===== src/rtl/serial_subtractor_pkg.sv =====
// Shared definitions for the bit-serial arithmetic blocks.
// Holds the FSM state encoding and the single-bit subtract helper.
package serial_subtractor_pkg;

    // Encoding is fixed so sibling serial blocks can share it.
    typedef enum logic [1:0] {
        StIdle = 2'd0,
        StRun  = 2'd1,
        StDone = 2'd2
    } state_e;

    typedef struct packed {
        logic bout;
        logic d;
    } sub_bit_t;

    function automatic sub_bit_t sub_bit(input logic a, input logic b, input logic bin);
        sub_bit_t r;
        r.d    = a ^ b ^ bin;
        r.bout = (~a & b) | (~(a ^ b) & bin);
        return r;
    endfunction

endpackage


===== src/rtl/serial_subtractor_full_subtractor.sv =====
// Combinational one-bit full subtractor cell: d = a - b - bin, bout = borrow out.
module full_subtractor
    import serial_subtractor_pkg::*;
(
    input  logic a,
    input  logic b,
    input  logic bin,
    output logic d,
    output logic bout
);

    sub_bit_t res;

    always_comb begin
        res  = sub_bit(a, b, bin);
        d    = res.d;
        bout = res.bout;
    end

endmodule


===== src/rtl/serial_subtractor.sv =====
// Bit-serial unsigned subtractor: diff = a - b, LSB first, one bit per clock.
// Operands are captured on an accepted start; results appear with a one-cycle done pulse.
module serial_subtractor
    import serial_subtractor_pkg::*;
#(
    parameter int unsigned WIDTH = 8
) (
    input  logic             clk,
    input  logic             rst,
    input  logic             start,
    input  logic [WIDTH-1:0] a,
    input  logic [WIDTH-1:0] b,
    output logic             busy,
    output logic             done,
    output logic [WIDTH-1:0] diff,
    output logic             borrow
);

    localparam int unsigned CntW = $clog2(WIDTH);

    state_e           state;
    state_e           state_next;
    logic [WIDTH-1:0] sa;
    logic [WIDTH-1:0] sb;
    logic [WIDTH-1:0] sd;
    logic             bin;
    logic [CntW-1:0]  cnt;
    logic             last_bit;
    logic             d_bit;
    logic             bout_bit;

    assign last_bit = (cnt == CntW'(WIDTH - 1));

    full_subtractor u_cell (
        .a    (sa[0]),
        .b    (sb[0]),
        .bin  (bin),
        .d    (d_bit),
        .bout (bout_bit)
    );

    always_ff @(posedge clk or posedge rst) begin
        if (rst) begin
            state <= StIdle;
        end else begin
            state <= state_next;
        end
    end

    always_comb begin
        state_next = state;
        unique case (state)
            StIdle:  if (start) state_next = StRun;
            StRun:   if (last_bit) state_next = StDone;
            StDone:  state_next = StIdle;
            default: state_next = StIdle;
        endcase
    end

    always_comb begin
        busy = (state != StIdle);
        done = (state == StDone);
    end

    // Shift registers, borrow, counter and the dedicated result registers.
    always_ff @(posedge clk or posedge rst) begin
        if (rst) begin
            sa     <= '0;
            sb     <= '0;
            sd     <= '0;
            bin    <= 1'b0;
            cnt    <= '0;
            diff   <= '0;
            borrow <= 1'b0;
        end else begin
            unique case (state)
                StIdle: begin
                    if (start) begin
                        sa  <= a;
                        sb  <= b;
                        sd  <= '0;
                        bin <= 1'b0;
                        cnt <= '0;
                    end
                end
                StRun: begin
                    sa  <= sa >> 1;
                    sb  <= sb >> 1;
                    sd  <= {d_bit, sd[WIDTH-1:1]};
                    bin <= bout_bit;
                    if (last_bit) begin
                        diff   <= {d_bit, sd[WIDTH-1:1]};
                        borrow <= bout_bit;
                    end else begin
                        cnt <= cnt + CntW'(1);
                    end
                end
                default: ;
            endcase
        end
    end

endmodule


===== config.mk =====
export PLATFORM = sky130hd
export DESIGN_NAME = serial_subtractor
export DESIGN_NICKNAME = d
export VERILOG_FILES = /design/src/rtl/serial_subtractor_pkg.sv /design/src/rtl/serial_subtractor_full_subtractor.sv /design/src/rtl/serial_subtractor.sv
export SDC_FILE = /design/constraint.sdc
export NUM_CORES = 1
export LEC_CHECK = 0
export ABC_CLOCK_PERIOD_IN_PS = 3900
export CAP_MARGIN = 40
export CORE_ASPECT_RATIO = 1.2
export CORE_MARGIN = 5
export CORE_UTILIZATION = 55
export DETAILED_ROUTE_END_ITERATION = 12
export PLACE_DENSITY = 0.94
export SLEW_MARGIN = 15
export SYNTH_ARGS = -nofsm -noshare
export SYNTH_HDL_FRONTEND = slang
export SYNTH_SLANG_ARGS = --single-unit

===== constraint.sdc =====
create_clock -name clk -period 3.9 [get_ports clk]
set_input_delay 0.39 -clock clk [delete_from_list [all_inputs] [get_ports clk]]
set_output_delay 0.39 -clock clk [all_outputs]
set_load 0.01 [all_outputs]

---- Word level (Yosys, flattened, before mapping) ----
Cells that the tools add are included.
storage, ports and cells
  register bits after elaboration ......... 39
  input bits .............................. 19
  output and inout port bits .............. 11
  word-level logic and storage cells ...... 43
cells by class
  add/sub/neg operators ................... 1
  eq/ne operators ......................... 6
  multiplexer cells ....................... 14
  bitwise gates (word level) .............. 7
  reduce and logical (&&, ||, !) cells .... 7
operators by type and width
  operator                                              number
  case mux 8 bit (2 select lines)                       3
  two-way mux 8 bit                                     3
  two-way mux 3 bit                                     2
  inequality test 2 bit (second input constant)         3
  case mux 3 bit (2 select lines)                       1
  AND reduction 2 bit                                   3
  two-way mux 2 bit                                     2
  case mux 2 bit (2 select lines)                       1
  nonzero test 2 bit                                    2
  adder 3 x 1 -> 3 bit (second input constant)          1
  equality test 3 bit (second input constant)           1
  AND reduction 3 bit                                   1
  AND 1 bit                                             2
  equality test 2 x 1 -> 1 bit (second input constant)  1
  equality test 2 bit (second input constant)           1
  zero test 2 bit                                       1
  NOT 1 bit                                             2
  case mux 1 bit (2 select lines)                       1
  XOR 1 bit                                             2
  two-way mux 1 bit                                     1
  OR 1 bit                                              1

---- Logic depth before layout (Yosys ltp) ----
  depth after elaboration ................. 5
  mapped depth ............................ 6

---- Modules after synthesis ----
From an unflattened synthesis, not the netlist that was laid out.
unflattened totals
  cell total of the unflattened synthesis .. 146
  area total of the unflattened synthesis .. 1742.9 sq um
modules (own cells, without submodules)
  module             times used  cells an instance  area each (sq um)  seq. area each (sq um)
  serial_subtractor  1           142                1711.6             950.9
  full_subtractor    1           4                  31.3               0.0

---- Least setup slack after synthesis ----
No wires, ideal clock.
  kind .................................... register to register
  start ................................... reg cnt[0]
  end ..................................... reg diff[0]
  library setup time ...................... 125 ps
  arrival ................................. 1462 ps
  required time ........................... 3775 ps
  path slack .............................. 2314 ps
  cell stages (with the launch flop) ...... 6
  period minus slack after synthesis ...... 1586 ps
  cell sequence ........................... dfrtp_1 > ha_1 > ha_1 > nand3b_1 > buf_2 > mux2_2
on the way
  longest elaborated chain between the ends .. 2
RTL lines
  item                                  RTL line                 RTL
  start, declared                       serial_subtractor.sv:27  logic [CntW-1:0] cnt;
  start signal, assigned                serial_subtractor.sv:95  cnt <= cnt + CntW'(1);
  equality test 3 bit                   serial_subtractor.sv:32  assign last_bit = (cnt == CntW'(WIDTH - 1));
  AND reduction 2 bit (no source line)  -
  end signal, assigned                  serial_subtractor.sv:92  diff <= {d_bit, sd[WIDTH-1:1]};
  end, declared                         serial_subtractor.sv:15  output logic [WIDTH-1:0] diff,
Every way passes these cells.
A chain may end at the register's enable or synchronous reset.

---- Final worst setup path ----
  start ................................... reg state[1]
  end ..................................... out busy
on the way
  longest elaborated chain between the ends .. 1
RTL lines
  item                    RTL line                 RTL
  start, declared         serial_subtractor.sv:21  state_e state;
  start signal, assigned  serial_subtractor.sv:44  state <= StIdle;
  start signal, assigned  serial_subtractor.sv:46  state <= state_next;
  nonzero test 2 bit      serial_subtractor.sv:61  busy = (state != StIdle);
  end, declared           serial_subtractor.sv:13  output logic busy,
Every way passes these cells.

==> impl_metrics.env <==
export IMPL_clock_fmax_mhz=404
export IMPL_drcViolationCount=0
export IMPL_vias=1240
export IMPL_hold_viol=0
export IMPL_p_leak_nw=0.898
export IMPL_synth_ff_type="dfrtp_1"
export IMPL_path_clk_slew_ps=100
export IMPL_ys_ff_latch=38
export IMPL_antenna_found_initial=0
export IMPL_postRouteAntennaNets=0
export IMPL_first_iter_violations=53
export IMPL_crit_type="reg -> out"
export IMPL_num_antenna_cells=0
export IMPL_fillers=229
export IMPL_routedLengthMet1_um=1380
export IMPL_seq_area_frac_synth=0.559
export IMPL_drv_cap=0
export IMPL_gp_congestion=0.876
export IMPL_cts_sinks=38
export IMPL_cts_hold_buf=0
export IMPL_synthArstFlopShare=1.00
export IMPL_initial_utilization=0.562
export IMPL_ys_warn_count=0
export IMPL_power_density_nw_per_um2=717
export IMPL_dp_hpwl_um=2340
export IMPL_hold_path_class="in -> async"
export IMPL_cts_htree_levels=2
export IMPL_synth_edff_count=0
export IMPL_routed_wl_met2_um=1630
export IMPL_setup_viol=0
export IMPL_arrival_ps=2080
export IMPL_grt_overflow=0
export IMPL_p_sw_frac=0.349
export IMPL_topRoutingLayerUsed="met4"
export IMPL_grt_max_degree=39
export IMPL_drv_slew=0
export IMPL_clock_skew_final_ps=4.77
export IMPL_dr_pass1_iters=4
export IMPL_area_growth_pct=19.7
export IMPL_multi_input_area_um2=647
export IMPL_p_int_mw=0.951
export IMPL_insertion_delay_ps=340
export IMPL_cts_resized=0
export IMPL_cts_root_buf="clkbuf_4"
export IMPL_cp_required_ps=3510
export IMPL_ir_worst_vdd_uv=465
export IMPL_netlist_area_um2=1700
export IMPL_p_switching_mw=0.509
export IMPL_viasPerCell=5.93
export IMPL_grtUsageTotal=0.176
export IMPL_seqCellArea_um2=951
export IMPL_port_buffers=29
export IMPL_fin_crit_ps=2470
export IMPL_cp_end_kind="output port"
export IMPL_cts_tree="yes"
export IMPL_postSynthCellCount=147
export IMPL_synthDistinctLibCells=29
export IMPL_totalWireLength_um=3300
export IMPL_grt_pass1_wl_um=5690
export IMPL_dr_wl_met3_um=235
export IMPL_seq_power_share=0.475
export IMPL_final_layout_size_suffix_gt1_frac=0.0925
export IMPL_p_clk_frac=0.137
export IMPL_synth_avg_cell_area_um2=11.6
export IMPL_row_count=22
export IMPL_cts_max_path_buffers=2
export IMPL_nNetsFinal=196
export IMPL_coreArea_um2=3030
export IMPL_p_comb_frac=0.388
export IMPL_start_kind="register"
export IMPL_fp_dieW_um=60.8
export IMPL_drt_wirelength_per_cell_um=15.8
export IMPL_holdWs_ps=454
export IMPL_first_global_vias=1305
export IMPL_status="finished clean"
export IMPL_relSlewSlack=0.510
export IMPL_finalCritPeriodShare=0.634
export IMPL_cp_max_fo=27
export IMPL_syn_nets=169
export IMPL_numCtsBuffers=5
export IMPL_ioPinCount=30
export IMPL_die_area_um2=4310
export IMPL_setup_tns_ps=0
export IMPL_worst_slew_pin_slew_ps=735
export IMPL_post_cts_setup_buffer_count=0
export IMPL_die_y_um=70.9
export IMPL_rsz0062_at_grt="no"
==> cells in the mapped netlist (2+ instances only) <==
master     count  share of area
mux2_2         8          0.053
nor2_1         4         0.0088
o21ai_0        3         0.0088
buf_2          5          0.015
nand2b_1       4          0.015
o2bb2ai_1      3          0.015
nand3b_1       2         0.0088
o22a_1         6          0.031
buf_6          2          0.013
nor3_1         8          0.024
a21oi_1        8          0.024
clkbuf_1       3         0.0066
a221oi_1       5          0.026
dfrtp_1       38           0.56
nand2_1        3         0.0066
nor2b_1        8          0.029
nor3b_1        6          0.026
inv_1         11          0.024
ha_1           2          0.015
a22oi_1        3          0.013
a22o_1         7          0.036
==> through the flow <==
| step | instances | util | instance area [um^2] | worst slack (ps) | power, mW |
|---|---|---|---|---|---|
| final | 209 | 0.673 | 2040 | 1430 | 1.46 |
| after global routing | 209 | 0.673 | 2040 | 1230 | 1.57 |
| after CTS | 209 | 0.673 | 2040 | 1440 | 1.47 |
| after detailed placement | 203 | 0.656 | 1990 | 1710 | 1.27 |
| after global placement | 203 | 0.656 | 1990 | 1800 | 1.23 |
| after floorplan | 147 | - | 1700 | 2310 | 1.08 |
==> final timing paths <==
kind                          start      end  slack, ps  cells after the start
max                        state[1]     busy       1430                      3
min                             rst    sa[2]        450                      3
max reg2reg                state[0]    sb[6]       1980                      3
min reg2reg                 diff[6]  diff[6]        510                      1
max in group asynchronous       rst    sd[4]       3120                      3
min in group clk            diff[6]  diff[6]        510                      1
==> sequential cells by signal, summed over array words and instances, names as in the netlist <==
name	cells
cnt	3
state	2
bin	1
sa	8
borrow	1
diff	8
sd	7
sb	8
==> cell type report <==
cell class / instances / area share
Multi-Input combinational cell: 87 / 0.318
Tap cell: 36 / 0.0221
Inverter: 12 / 0.0221
Timing Repair Buffer: 30 / 0.146
Sequential cell: 38 / 0.467
Clock buffer: 6 / 0.0252
==> routing by layer <==
metal,up-vias,global-route usage
li1,580,-
met1,595,0.211
met2,56,0.287
met3,9,0.0566
met4,0,0.0723
met5,-,0
==> logic make-up after synthesis <==
logic type,after synthesis,synth area share
simple gates,36,0.122
mux,8,0.0529
compound gates,40,0.179
flops,38,0.559
fa+ha+maj,3,0.0265
buf+inv,22,0.0610
==> power by group through the flow <==
| stage | registers (mW) | logic, mW | clock network, mW |
|---|---|---|---|
| after detailed placement | 0.698 | 0.571 | 0 |
| after floorplan | 0.659 | 0.420 | 0 |
| after global routing | 0.711 | 0.637 | 0.226 |
| final | 0.693 | 0.567 | 0.200 |
| after CTS | 0.690 | 0.573 | 0.204 |
| after global placement | 0.686 | 0.541 | 0 |
==> critical path: stages (launching register included) <==
cell	delay, ps
dfrtp_1	830
nor2_1	260
inv_1	110
clkdlybuf4s50_1	540
==> layout by cell type, fill, tap and decap left out, drive strengths merged <==
cell	count
buf	1
mux2	8
inv	11
a221oi	5
nand2	3
nand3b	2
a22o	7
o22ai	1
o22a	6
clkbuf	6
a211oi	1
a21oi	8
o2bb2ai	3
clkinv	1
o21ai	3
nor3b	6
nor2b	8
nor3	8
ha	2
dfrtp	38
fa	1
a22oi	3
o211ai	1
nand2b	4
nor2	4
clkdlybuf4s50	29
o221a	1
a32o	1
or2	1
Note: power is estimated with default switching activity, not from simulation.
